==> src/rtl/tracker_pkg.sv <==
// tracker_pkg: shared FSM state type, direction encodings and default timing constants for the sun tracker.
package tracker_pkg;
  typedef enum logic [2:0] {S_IDLE, S_COMPARE, S_STEP_AZ, S_STEP_EL, S_SETTLE} state_e;
  localparam logic DIR_EAST = 1'b1;
  localparam logic DIR_WEST = 1'b0;
  localparam logic DIR_UP = 1'b1;
  localparam logic DIR_DOWN = 1'b0;
  localparam int HYST_DEF = 64;
  localparam int STEP_PERIOD_DEF = 1000;
  localparam int SETTLE_DEF = 5000;
endpackage

==> src/rtl/axis_stepper.sv <==
// axis_stepper: one-step slot generator with a saturating position counter for a single stepper axis.
module axis_stepper #(
  parameter int W = 10,
  parameter int MAX = 1023,
  parameter int STEP_PERIOD = 1000
) (
  input  logic         clk,
  input  logic         rst,
  input  logic         start,
  input  logic         dir_in,
  output logic         step,
  output logic         dir,
  output logic [W-1:0] pos,
  output logic         done,
  output logic         at_max,
  output logic         at_min
);
  localparam int TW = (STEP_PERIOD > 2) ? $clog2(STEP_PERIOD) : 1;
  localparam logic [W-1:0] MAXV = W'(MAX);
  localparam logic [W-1:0] CENTER = W'(MAX >> 1);
  localparam logic [TW-1:0] LAST = TW'(STEP_PERIOD - 1);
  logic [TW-1:0] timer;
  logic active;
  assign done = active && timer == LAST;
  assign at_max = pos == MAXV;
  assign at_min = pos == '0;
  // Position moves on the same edge the pulse rises, so pos is already updated while step is high.
  always_ff @(posedge clk) begin
    if (rst) begin
      step <= 1'b0;
      dir <= 1'b0;
      pos <= CENTER;
      timer <= '0;
      active <= 1'b0;
    end else begin
      step <= start;
      if (start) begin
        active <= 1'b1;
        timer <= '0;
        dir <= dir_in;
        if (dir_in && !at_max) pos <= pos + W'(1);
        else if (!dir_in && !at_min) pos <= pos - W'(1);
      end else if (active) begin
        timer <= done ? '0 : timer + TW'(1);
        active <= !done;
      end
    end
  end
endmodule

==> src/rtl/sun_tracker_ctrl.sv <==
// sun_tracker_ctrl: compares opposing lux pairs with hysteresis and sequences one azimuth and one elevation step per sweep.
module sun_tracker_ctrl
  import tracker_pkg::*;
#(
  parameter int HYST = HYST_DEF,
  parameter int STEP_PERIOD = STEP_PERIOD_DEF,
  parameter int SETTLE = SETTLE_DEF,
  parameter int AZ_MAX = 1023,
  parameter int EL_MAX = 255
) (
  input  logic        clk,
  input  logic        rst,
  input  logic        enable,
  input  logic        sample_valid,
  input  logic [15:0] n_lux,
  input  logic [15:0] e_lux,
  input  logic [15:0] s_lux,
  input  logic [15:0] w_lux,
  output logic        az_step,
  output logic        az_dir,
  output logic        el_step,
  output logic        el_dir,
  output logic [9:0]  az_pos,
  output logic [7:0]  el_pos,
  output logic        busy,
  output logic        at_limit
);
  localparam int CW = $clog2(SETTLE + 1);
  localparam logic [16:0] H17 = 17'(HYST);
  localparam logic [CW-1:0] SLAST = CW'(SETTLE - 1);
  state_e state, state_n;
  logic [15:0] n_q, e_q, s_q, w_q;
  logic [CW-1:0] settle_cnt;
  logic el_go, el_dq;
  logic az_east, az_west, el_up, el_down;
  logic az_ok, el_ok, blocked;
  logic az_start, el_start, el_dir_in;
  logic az_done, el_done, az_max, az_min, el_max, el_min;
  // 17-bit sums keep lux + HYST from wrapping.
  assign az_east = {1'b0, e_q} > {1'b0, w_q} + H17;
  assign az_west = {1'b0, w_q} > {1'b0, e_q} + H17;
  assign el_up = {1'b0, n_q} > {1'b0, s_q} + H17;
  assign el_down = {1'b0, s_q} > {1'b0, n_q} + H17;
  assign az_ok = (az_east && !az_max) || (az_west && !az_min);
  assign el_ok = (el_up && !el_max) || (el_down && !el_min);
  assign blocked = (az_east && az_max) || (az_west && az_min) || (el_up && el_max) || (el_down && el_min);
  assign el_dir_in = state == S_COMPARE ? (el_up ? DIR_UP : DIR_DOWN) : el_dq;
  assign busy = state != S_IDLE;
  always_comb begin
    state_n = state;
    az_start = 1'b0;
    el_start = 1'b0;
    case (state)
      S_IDLE: state_n = (sample_valid && enable) ? S_COMPARE : S_IDLE;
      S_COMPARE: begin
        az_start = az_ok;
        el_start = !az_ok && el_ok;
        state_n = az_ok ? S_STEP_AZ : el_ok ? S_STEP_EL : S_IDLE;
      end
      S_STEP_AZ: begin
        el_start = az_done && el_go;
        state_n = !az_done ? S_STEP_AZ : el_go ? S_STEP_EL : S_SETTLE;
      end
      S_STEP_EL: state_n = el_done ? S_SETTLE : S_STEP_EL;
      S_SETTLE: state_n = settle_cnt == SLAST ? S_IDLE : S_SETTLE;
      default: state_n = S_IDLE;
    endcase
  end
  always_ff @(posedge clk) begin
    if (rst) begin
      state <= S_IDLE;
      n_q <= '0;
      e_q <= '0;
      s_q <= '0;
      w_q <= '0;
      settle_cnt <= '0;
      el_go <= 1'b0;
      el_dq <= 1'b0;
      at_limit <= 1'b0;
    end else begin
      state <= state_n;
      settle_cnt <= state == S_SETTLE ? settle_cnt + CW'(1) : '0;
      if (state == S_IDLE && sample_valid && enable) begin
        n_q <= n_lux;
        e_q <= e_lux;
        s_q <= s_lux;
        w_q <= w_lux;
      end
      if (state == S_COMPARE) begin
        el_go <= el_ok;
        el_dq <= el_up ? DIR_UP : DIR_DOWN;
        at_limit <= blocked;
      end
    end
  end
  axis_stepper #(.W(10), .MAX(AZ_MAX), .STEP_PERIOD(STEP_PERIOD)) u_az (
    .clk(clk), .rst(rst), .start(az_start), .dir_in(az_east ? DIR_EAST : DIR_WEST),
    .step(az_step), .dir(az_dir), .pos(az_pos), .done(az_done), .at_max(az_max), .at_min(az_min)
  );
  axis_stepper #(.W(8), .MAX(EL_MAX), .STEP_PERIOD(STEP_PERIOD)) u_el (
    .clk(clk), .rst(rst), .start(el_start), .dir_in(el_dir_in),
    .step(el_step), .dir(el_dir), .pos(el_pos), .done(el_done), .at_max(el_max), .at_min(el_min)
  );
endmodule

==> config.mk <==
export PLATFORM = sky130hd
export DESIGN_NAME = sun_tracker_ctrl
export DESIGN_NICKNAME = d
export VERILOG_FILES = /design/src/rtl/tracker_pkg.sv /design/src/rtl/axis_stepper.sv /design/src/rtl/sun_tracker_ctrl.sv
export SDC_FILE = /design/constraint.sdc
export NUM_CORES = 1
export LEC_CHECK = 0
export CORE_ASPECT_RATIO = 1.1
export CORE_MARGIN = 3
export CORE_UTILIZATION = 30
export DETAILED_ROUTE_END_ITERATION = 16
export GPL_TIMING_DRIVEN = 0
export PLACE_DENSITY = 0.44
export SYNTH_ARGS = -nofsm -noshare
export SYNTH_HDL_FRONTEND = slang
export SYNTH_HIERARCHICAL = 1
export SYNTH_SLANG_ARGS = --single-unit
==> constraint.sdc <==
create_clock -name clk -period 9 [get_ports clk]
set_clock_uncertainty 0.05 [all_clocks]
set_input_delay 1.35 -clock clk [delete_from_list [all_inputs] [get_ports clk]]
set_output_delay 1.35 -clock clk [all_outputs]
set_load 0.02 [all_outputs]
Word level (Yosys, flattened, before mapping)
Cells that the tools add are included.
- add/sub/neg operators: 11
- reduce and logical (&&, ||, !) cells: 44
- muxes and demuxes: 23
- order comparisons: 4
- bitwise gates (word level): 1
- equality and inequality tests: 9
- operator list (kind ; number):
    adder 16 x 7 -> 17 bit, second input constant ; 4
    greater-than comparator 16 x 17 -> 1 bit ; 4
    2-to-1 mux 10 bit ; 4
    adder 10 x 1 -> 10 bit, second input constant ; 3
    == test 10 bit, second input constant ; 3
    logical AND 1 bit ; 19
    2-to-1 mux 8 bit ; 2
    case mux 3 bit (5 select lines) ; 1
    adder 13 x 1 -> 13 bit, second input constant ; 1
    == test 13 bit, second input constant ; 1
    2-to-1 mux 3 bit ; 4
    logical NOT 10 bit ; 1
    subtractor 10 x 1 -> 10 bit, second input constant ; 1
    logical NOT 1 bit ; 9
    2-to-1 mux 1 bit ; 9
    adder 8 x 1 -> 8 bit, second input constant ; 1
    == test 8 bit, second input constant ; 1
    logical NOT 8 bit ; 1
    subtractor 8 x 1 -> 8 bit, second input constant ; 1
    == test 3 x 2 -> 1 bit, second input constant ; 2
    OR reduction 2 bit ; 3
    logical OR 1 bit ; 5
    2-to-1 mux 2 bit ; 2
    AND reduction 2 bit ; 2
    7 further kinds ; 8
- register bits: 127
- output and inout port bits: 24
- logic and storage cells: 111
- bits of input ports: 68

Longest topological paths before layout
Gate-level depths: netlist of the first run.
- word-level depth: 8
- depth in mapped cells: 20
- mapped depth without buffers: 20

Cells and area by module
Netlist of the first run, hierarchy kept.
- by module, submodules not included (module ; cells an instance ; instances ; seq. area each (µm²) ; area each (µm²)):
    sun_tracker_ctrl ; 662 ; 1 ; 1661.6 ; 5216.3
    axis_stepper at u_az ; 153 ; 1 ; 460.4 ; 1340.0
    axis_stepper at u_el ; 133 ; 1 ; 420.4 ; 1171.1

Least setup slack after synthesis of the first run
Ideal clock, no wire load.
- kind: flip-flop to flip-flop
- start: register w_q[7]
- end: register u_az.pos[8]
- arrival: 3.990 ns
- stages on the path, launching flop included: 21
- buffers on the path: 0
- setup slack: 4.837 ns
- setup time: 0.123 ns
- period minus slack after synthesis: 4.163 ns
- data required time: 8.827 ns
- cells stage by stage: dfxtp_1 -> ha_1 -> nand2_1 -> nor2_1 -> nand3_1 -> xor2_1 -> ha_1 -> nand3_2 -> nor4_2 -> nor2_1 -> o22ai_2 -> and2_1 -> nor2b_1 -> inv_1 -> ha_1 -> nor2b_1 -> o31a_1 -> a311o_1 -> a21oi_1 -> xor2_1 -> o21ai_0
- word-level cells in the longest chain between the ends: 7
- elaborated cells on any way between the ends: 14
- classes of those cells: add/sub (1); order compare (2); mux (3); reduce/logical (8)
- RTL lines (what ; line ; text):
    from (decl) ; sun_tracker_ctrl.sv:32 ; logic [15:0] n_q, e_q, s_q, w_q;
    from (signal assigned) ; sun_tracker_ctrl.sv:87 ; w_q <= w_lux;
    adder 16 x 7 -> 17 bit (*) ; sun_tracker_ctrl.sv:40 ; assign az_east = {1'b0, e_q} > {1'b0, w_q} + H17;
    greater-than comparator 16 x 17 -> 1 bit (*) ; sun_tracker_ctrl.sv:40 ;
    via az_east ; sun_tracker_ctrl.sv:35 ; logic az_east, az_west, el_up, el_down;
    2-to-1 mux 1 bit ; sun_tracker_ctrl.sv:97 ; .clk(clk), .rst(rst), .start(az_start), .dir_in(az_east ? DIR_EAST : DIR_WEST),
    logical NOT 1 bit ; axis_stepper.sv:42 ; else if (!dir_in && !at_min) pos <= pos - W'(1);
    logical AND 1 bit ; axis_stepper.sv:42 ;
    nonzero test 2 bit (no source line) ; -- ;
    AND reduction 2 bit (no source line) ; -- ;
    to (signal assigned) ; axis_stepper.sv:41 ; if (dir_in && !at_max) pos <= pos + W'(1);
    to (signal assigned) ; axis_stepper.sv:42 ;
    to (decl) ; axis_stepper.sv:13 ; output logic [W-1:0] pos,
Mark *: on every way through the listed nets, which the timed path passes. The rest lies on a longest branch.
A chain may end at the register's enable or synchronous reset.

Worst setup path in the final report of the first run
Same ends and word-level chain as after synthesis.

==> results of run 1 <==
area by class of cell:
| cell class | instances | area [µm²] | area share (%) |
|---|---|---|---|
| Buffer | 32 | 166.4 | 1.719 |
| Clock buffer | 19 | 452.9 | 4.679 |
| Clock inverter | 13 | 162.7 | 1.680 |
| Inverter | 45 | 168.9 | 1.745 |
| Multi-Input combinational cell | 744 | 4850 | 50.10 |
| Sequential cell | 127 | 2542 | 26.26 |
| Tap cell | 341 | 426.7 | 4.407 |
| Timing Repair Buffer | 91 | 910.9 | 9.409 |
power by group:
group	leakage (nW)	internal (W)	switching [W]
Clock	0.295	0.000451	0.000271
Sequential	1.03	0.000601	0.0000534
Combinational	2.39	0.000255	0.000316
critical path, delay by kind of cell, from the launching register on:
family,cells,cell delay (ns)
AND/OR/NAND/NOR,9,1.70
XOR/XNOR,2,0.30
flip-flops,1,0.43
adder cells (fa/ha/maj),3,0.94
AO/OA/AOI/OAI,5,1.08
buffers and inverters,1,0.24
kinds of logic (layout without fill, tap and decap cells):
kind of cell | Yosys count | after routing | share of synthesized area, %
and+or+nand+nor | 393 | 393 | 24.61
AOI/OAI and AO/OA | 195 | 195 | 16.05
DFF | 127 | 127 | 32.90
adders and majority gates | 85 | 85 | 13.96
buffers and inverters | 77 | 200 | 4.339
xor gates and xnor gates | 66 | 66 | 7.481
muxes | 5 | 5 | 0.6639
synth_stat cells (2+ instances only):
| library cell | count |
|---|---|
| and4_4 | 2 |
| xnor2_1 | 25 |
| nor2_1 | 74 |
| a211o_1 | 5 |
| nor2b_1 | 15 |
| and2_1 | 5 |
| nor3b_1 | 2 |
| dfxtp_1 | 127 |
| xor2_1 | 41 |
| a32oi_1 | 2 |
| clkbuf_8 | 2 |
| nand2_1 | 167 |
| nor3_1 | 8 |
| o211ai_1 | 3 |
| and3_1 | 18 |
| nand2b_1 | 3 |
| nor4_2 | 2 |
| clkbuf_1 | 19 |
| a211oi_1 | 8 |
| fa_1 | 2 |
| a21oi_1 | 104 |
| o21a_1 | 2 |
| or3_1 | 6 |
| or2_2 | 2 |
| o311ai_1 | 4 |
| nand3_2 | 2 |
| a31oi_1 | 6 |
| nand3_1 | 43 |
| a21o_2 | 3 |
| o21ai_1 | 3 |
| buf_6 | 2 |
| nor4_1 | 7 |
| ha_1 | 83 |
| o21bai_1 | 3 |
| o22ai_1 | 3 |
| nor4bb_1 | 2 |
| buf_2 | 9 |
| o21ai_0 | 16 |
| inv_1 | 45 |
| mux2i_1 | 4 |
| a22oi_1 | 2 |
| and4_1 | 5 |
| a21o_1 | 8 |
| nand4_1 | 19 |
flip-flops by register name (all words and copies together) (netlist names), 3 cells and up:
| register | flops |
|---|---|
| e_q | 16 |
| n_q | 16 |
| s_q | 16 |
| w_q | 16 |
| settle_cnt | 13 |
| u_az/pos | 10 |
| u_az/timer | 10 |
| u_el/timer | 10 |
| u_el/pos | 8 |
| state | 3 |
how the worst max path moves through the flow:
stage                                    from                        to
after detailed placement  w_q[7]$_SDFFE_PP0P_  u_az/pos[8]$_SDFFE_PP1P_
after floorplan           w_q[7]$_SDFFE_PP0P_  u_az/pos[8]$_SDFFE_PP1P_
after CTS                 w_q[7]$_SDFFE_PP0P_  u_az/pos[8]$_SDFFE_PP1P_
final                     w_q[7]$_SDFFE_PP0P_  u_az/pos[8]$_SDFFE_PP1P_
after global routing      w_q[7]$_SDFFE_PP0P_  u_az/pos[9]$_SDFFE_PP0P_
after global placement    w_q[7]$_SDFFE_PP0P_  u_az/pos[8]$_SDFFE_PP1P_
through the flow:
stage | total power (W) | utilization (%) | std cells
5_1_grt | 0.002077 | 38.84 | 1412
6_report | 0.001947 | 38.84 | 1412
3_3_place_gp | 0.001244 | 36.37 | 1380
3_5_place_dp | 0.001241 | 36.37 | 1380
2_1_floorplan | 0.001064 | - | 948
4_1_cts | 0.001979 | 38.84 | 1412
layer usage:
layer	track usage, %	up-vias	routed length, µm
met5	0	-	0
met4	5.655	0	380
met3	2.693	23	595
met2	24.93	99	9497
met1	19.41	3127	9819
li1	-	3542	-
==> results.ini, run 1 <==
[run_status]
status = finished, final reports clean

[global_routing]
antenna_found_initial = 0
grt_pass1_wl_mm = 34.02
grt_pass1_vias = 6732
track_usage_pct = 15.00
overflow = 0
grt_max_degree = 17

[yosys]
async_flop_share_pct = 0
synthTopCellsByArea = dfxtp_1 (33%), ha_1 (13%), nand2_1 (8.1%)
synth_edf_count = 0
postSynthCellCount = 948
synth_area_um2 = 7727
yosysWarningCount = 6
seq_area_frac_synth_pct = 32.90
synthesis.nets = 1101
ys_ff_latch = 127
synth_top_area_cell = dfxtp_1
yosysUniqueCellTypes = 79
synth-main-ff-cell = dfxtp_1
avgSynthCellArea_um2 = 8.151
yosys.area.top_type_share_pct = 32.90

[timing]
setup_ws_ns = 4.103
slew_violations = 0
setup_viol = 0
setup_tns_ns = 0
max_slew.worst_pin.slew_ns = 0.6441
worst_hold_slack_ns = 0.3934
max_freq_mhz = 204.2
period_minus_slack_ns = 4.897
slew_headroom_pct = 56.73
period_share_pct = 54.41
final_hold_viol_count = 0
rsz0062_at_grt = false

[clock_tree]
cts_tree = built
clock_latency_ns = 0.42
ctsLongestPathBuffers = 2
cts_max_level = 4
clk_pin_slew_ns = 0.06
root_buffer = clkbuf_16
postCtsHoldBufs = 0
ctsResizeCount = 0
tritoncts.num_buffers = 17
cts_sinks = 127
post-cts-setup-buffer-count = 0

[detailed_routing]
drc = 0
drtPass1Iterations = 4
antenna_left = 0
wl_mm = 20.29
vias = 6791
post_drt_wl_per_cell_um = 14.37
via_per_inst = 4.809
drtIter0Drc = 330

[setup_path]
crit_chain = ha_1 > nand2_1 > nor2_1 > nand3_1 > xor2_1 > ha_1 > nand3_2 > nor4_2 > nor2_1 > o22ai_2 > and2_1 > nor2b_1 > inv_1 > ha_1 > nor2b_1 > o31a_1 > a311o_1 > a21oi_1 > xor2_1 > o21ai_0
timing.rr.start = w_q[7]$_SDFFE_PP0P_
timing.critical_path.fanout_max = 8
reg2regPathDepth = 20
end_kind = register
r2r_end = u_az/pos[8]$_SDFFE_PP1P_
r2r_setup_slack_ns = 4.10
critPathMaxStageDelay_ns = 0.43
slowest_stage = dfxtp_1
critical_path_class = reg -> reg
cp_data_arrival_time_ns = 5.14
start_kind = register
crit_path_frequent_cell = ha_1
cp.required_ns = 9.24

[power_and_ir_drop]
power_density_nw_per_um2 = 201.1
peakVddDrop_v = 0.0001060
p_leak_nw = 3.718

[placement]
place_area_um2 = 9065
gp_congestion = 0.7822
pre_cts_ws_ns = 4.087
portBuffers = 91
dp_hpwl_mm = 15.53

[floorplanning]
dieWidth_um = 159.0
num_rows = 60
die-area_um2 = 27720
core_um2 = 24920
io_pins = 92
initial_core_util_pct = 31.00
fp.dieH_um = 174.3

[job]
maxCapViolCount = 0

[min_path]
hold_depth = 1
hold-path-endpoint = settle_cnt[0]$_SDFF_PP0_
min_path_type = reg -> reg
hp-start = settle_cnt[0]$_SDFF_PP0_

[final_layout]
fin_area_um2 = 9681
drive_above_1_share_pct = 7.096
diodes = 0
finalNetCount = 1211
layout_common_cells = nand2_1 (167), dfxtp_1 (127), a21oi_1 (104)
final_common_cell = nand2_1
area_delta_synth_final_pct = 25.28
fillers = 2665

Power figures use the tool's default switching activity.
==> run 2, diff against run 1 <==
==> constraint.sdc (replaced) <==
create_clock -name clk -period 4.6 [get_ports clk]
set_clock_uncertainty 0.05 [all_clocks]
set_input_delay 0.69 -clock clk [delete_from_list [all_inputs] [get_ports clk]]
set_output_delay 0.69 -clock clk [all_outputs]
set_load 0.02 [all_outputs]
==> run 2 against run 1 <==
  * Non-clock buffer count up 4
  * Routed wire length up 0.29%
  * Design area up 1.2%
  * First-iteration DRC count down 5.2%
  * Sequential cell count unchanged
  * Via count up 0.32%
  * Critical path depth unchanged
  * Total power up 99%
  * Sequential share of layout area down 0.20 points
  * Maximum frequency up 13%
  * Cell count up 0.28%
  * Clock-buffer cell count unchanged
  * Critical endpoint unchanged
  * Highest routed layer unchanged
==> results.ini, run 2 (synthesis results as in run 1) <==
[placement]
dp_hpwl_mm = 15.53  ; unchanged
dp_cells = 1380  ; unchanged
place_area_um2 = 9065  ; unchanged
pre_cts_ws_ns = -0.3126  ; -4.400 ns
gp_congestion = 0.7822  ; unchanged
portBuffers = 91  ; unchanged

[final_layout]
diodes = 0  ; unchanged
area_delta_synth_final_pct = 26.80
fillers = 2660  ; -0.19%
instances_no_fill = 1416  ; +0.28%
finalNetCount = 1215  ; +0.33%
final_common_cell = nand2_1
layout_common_cells = nand2_1 (166), dfxtp_1 (120), a21oi_1 (104)
drive_above_1_share_pct = 9.395  ; +2.3 points
fin_area_um2 = 9798  ; +1.2%
multi_input_area_um2 = 4923  ; +1.5%
seqCellArea_um2 = 2554  ; +0.44%

[setup_path]
end_kind = register
start_kind = register
critPathMaxStageDelay_ns = 0.38  ; -0.05 ns
cp.required_ns = 4.84  ; -4.40 ns
cp_data_arrival_time_ns = 4.56  ; -0.58 ns
cp_top_family = simple AND/OR/NAND/NOR gates
path_buf_inv = 1  ; unchanged
r2r_end = u_az/pos[8]$_SDFFE_PP1P_
slowest_stage = dfxtp_2
critical_path_class = reg -> reg
crit_chain = ha_2 > nand2_1 > nor2_4 > nand3_1 > xor2_1 > ha_1 > nand3_2 > nor4_4 > nor2_1 > o22ai_2 > and2_4 > nor2b_4 > inv_4 > ha_1 > nor2b_1 > o31a_1 > a311o_1 > a21oi_1 > xor2_1 > o21ai_0
r2r_setup_slack_ns = 0.28  ; -3.82 ns
timing.rr.start = w_q[6]$_SDFFE_PP0P_
timing.critical_path.fanout_max = 8  ; unchanged
reg2regPathDepth = 20  ; unchanged

[global_routing]
grt_pass1_vias = 6732  ; unchanged
antenna_found_initial = 0  ; unchanged
overflow = 0  ; unchanged
grt_max_degree = 17  ; unchanged
grt_pass1_wl_mm = 34.01  ; about the same
track_usage_pct = 15.00  ; unchanged

[clock_tree]
cts_sinks = 127  ; unchanged
cts_max_level = 4  ; unchanged
clock_latency_ns = 0.42  ; about the same
cts_tree = built
tritoncts.num_buffers = 17  ; unchanged
ctsLongestPathBuffers = 2  ; unchanged
root_buffer = clkbuf_16
clk_pin_slew_ns = 0.06  ; about the same

[detailed_routing]
drtPass1Iterations = 4  ; unchanged
drtIter0Drc = 313  ; -5.2%
antenna_left = 0  ; unchanged
drc = 0  ; unchanged
vias = 6813  ; +0.32%
via_per_inst = 4.811  ; about the same
post_drt_wl_per_cell_um = 14.37  ; about the same
wl_mm = 20.35  ; +0.29%

[timing]
final_hold_viol_count = 0  ; unchanged
setup_viol = 0  ; unchanged
max_slew.worst_pin.slew_ns = 0.8100  ; +0.1659 ns
period_share_pct = 93.89  ; +39 points
setup_ws_ns = 0.2812  ; -3.822 ns
rsz0062_at_grt = false
slew_headroom_pct = 45.59  ; -11 points
slew_violations = 0  ; unchanged
period_minus_slack_ns = 4.319  ; -0.5777 ns
max_freq_mhz = 231.5  ; +13%

[power_and_ir_drop]
p_leak_nw = 3.748  ; +0.82%
peakVddDrop_v = 0.0002074  ; +96%
power_density_nw_per_um2 = 395.5  ; +97%

[floorplanning]
core_um2 = 24920  ; unchanged
dieWidth_um = 159.0  ; unchanged
num_rows = 60  ; unchanged
initial_core_util_pct = 31.00  ; unchanged
die-area_um2 = 27720  ; unchanged
io_pins = 92  ; unchanged
fp.dieH_um = 174.3  ; unchanged

[run_status]
status = finished, final reports clean

[min_path]
hold-path-endpoint = settle_cnt[0]$_SDFF_PP0_
min_path_type = reg -> reg
hp-start = settle_cnt[0]$_SDFF_PP0_
hold_depth = 1  ; unchanged

[job]
maxCapViolCount = 0  ; unchanged

-- run 2: final cells by class --
type	instances	area share, %
inverters	45	1.749
clock buffers	19	4.623
clock inverters	13	1.660
multi-input cells	744	50.25
flip-flops and latches	127	26.06
repair buffers	95	9.603
well taps	341	4.354
plain buffers	32	1.698
-- run 2: report_power, final --
group	switching, W	total (W)	leakage, nW	internal (W)
clock network	0.000530	0.00141	0.295	0.000882
logic	0.000640	0.00118	2.42	0.000541
registers	0.000105	0.00128	1.04	0.00118
-- run 2: metal layers --
| metal | share of wire [%] | global-route usage [%] |
|---|---|---|
| met2 | 47 | 24.93 |
| met1 | 48 | 19.41 |
| met3 | 2.8 | 2.693 |
| met5 | 0 | 0 |
| met4 | 2.2 | 5.655 |
-- run 2: metrics by stage --
| step | total power, W | hold slack (ns) | util [%] | TNS, ns |
|---|---|---|---|---|
| 3_3_place_gp | 0.002434 | 0.3791 | 36.37 | -0.9398 |
| 2_1_floorplan | 0.002082 | 0.3632 | - | 0 |
| 6_report | 0.003875 | 0.3948 | 39.31 | 0 |
| 3_5_place_dp | 0.002429 | 0.3871 | 36.37 | -0.8495 |
| 5_1_grt | 0.004130 | 0.4221 | 39.31 | 0 |
| 4_1_cts | 0.003887 | 0.3994 | 38.93 | 0 |
-- run 2: how the worst max path moves through the flow --
stage / start / to / cells past startpoint
floorplan: w_q[7]$_SDFFE_PP0P_ / u_az/pos[8]$_SDFFE_PP1P_ / 20
global placement: w_q[7]$_SDFFE_PP0P_ / u_az/pos[8]$_SDFFE_PP1P_ / 20
detailed placement: w_q[7]$_SDFFE_PP0P_ / u_az/pos[8]$_SDFFE_PP1P_ / 20
CTS: w_q[7]$_SDFFE_PP0P_ / u_az/pos[8]$_SDFFE_PP1P_ / 20
global route: s_q[7]$_SDFFE_PP0P_ / u_el/pos[7]$_SDFFE_PP0P_ / 19
finish: w_q[6]$_SDFFE_PP0P_ / u_az/pos[8]$_SDFFE_PP1P_ / 20
-- run 2: timing repair --
action / CTS / global route
pin swaps: 0 / 2
hold buffers: 0 / 0
endpoints found under the setup margin: 7 / 6
resized for setup: 9 / 20
buffers inserted: 0 / 4
==> run 3, diff against run 2 <==
--- a/config.mk
+++ b/config.mk
@@ -5,6 +5,7 @@
 export SDC_FILE = /design/constraint.sdc
 export NUM_CORES = 1
 export LEC_CHECK = 0
+export CAP_MARGIN = 0
 export CORE_ASPECT_RATIO = 1.1
 export CORE_MARGIN = 3
 export CORE_UTILIZATION = 30
==> results of run 3 <==
Final layout, timing and power as in run 2 (identical DEF).
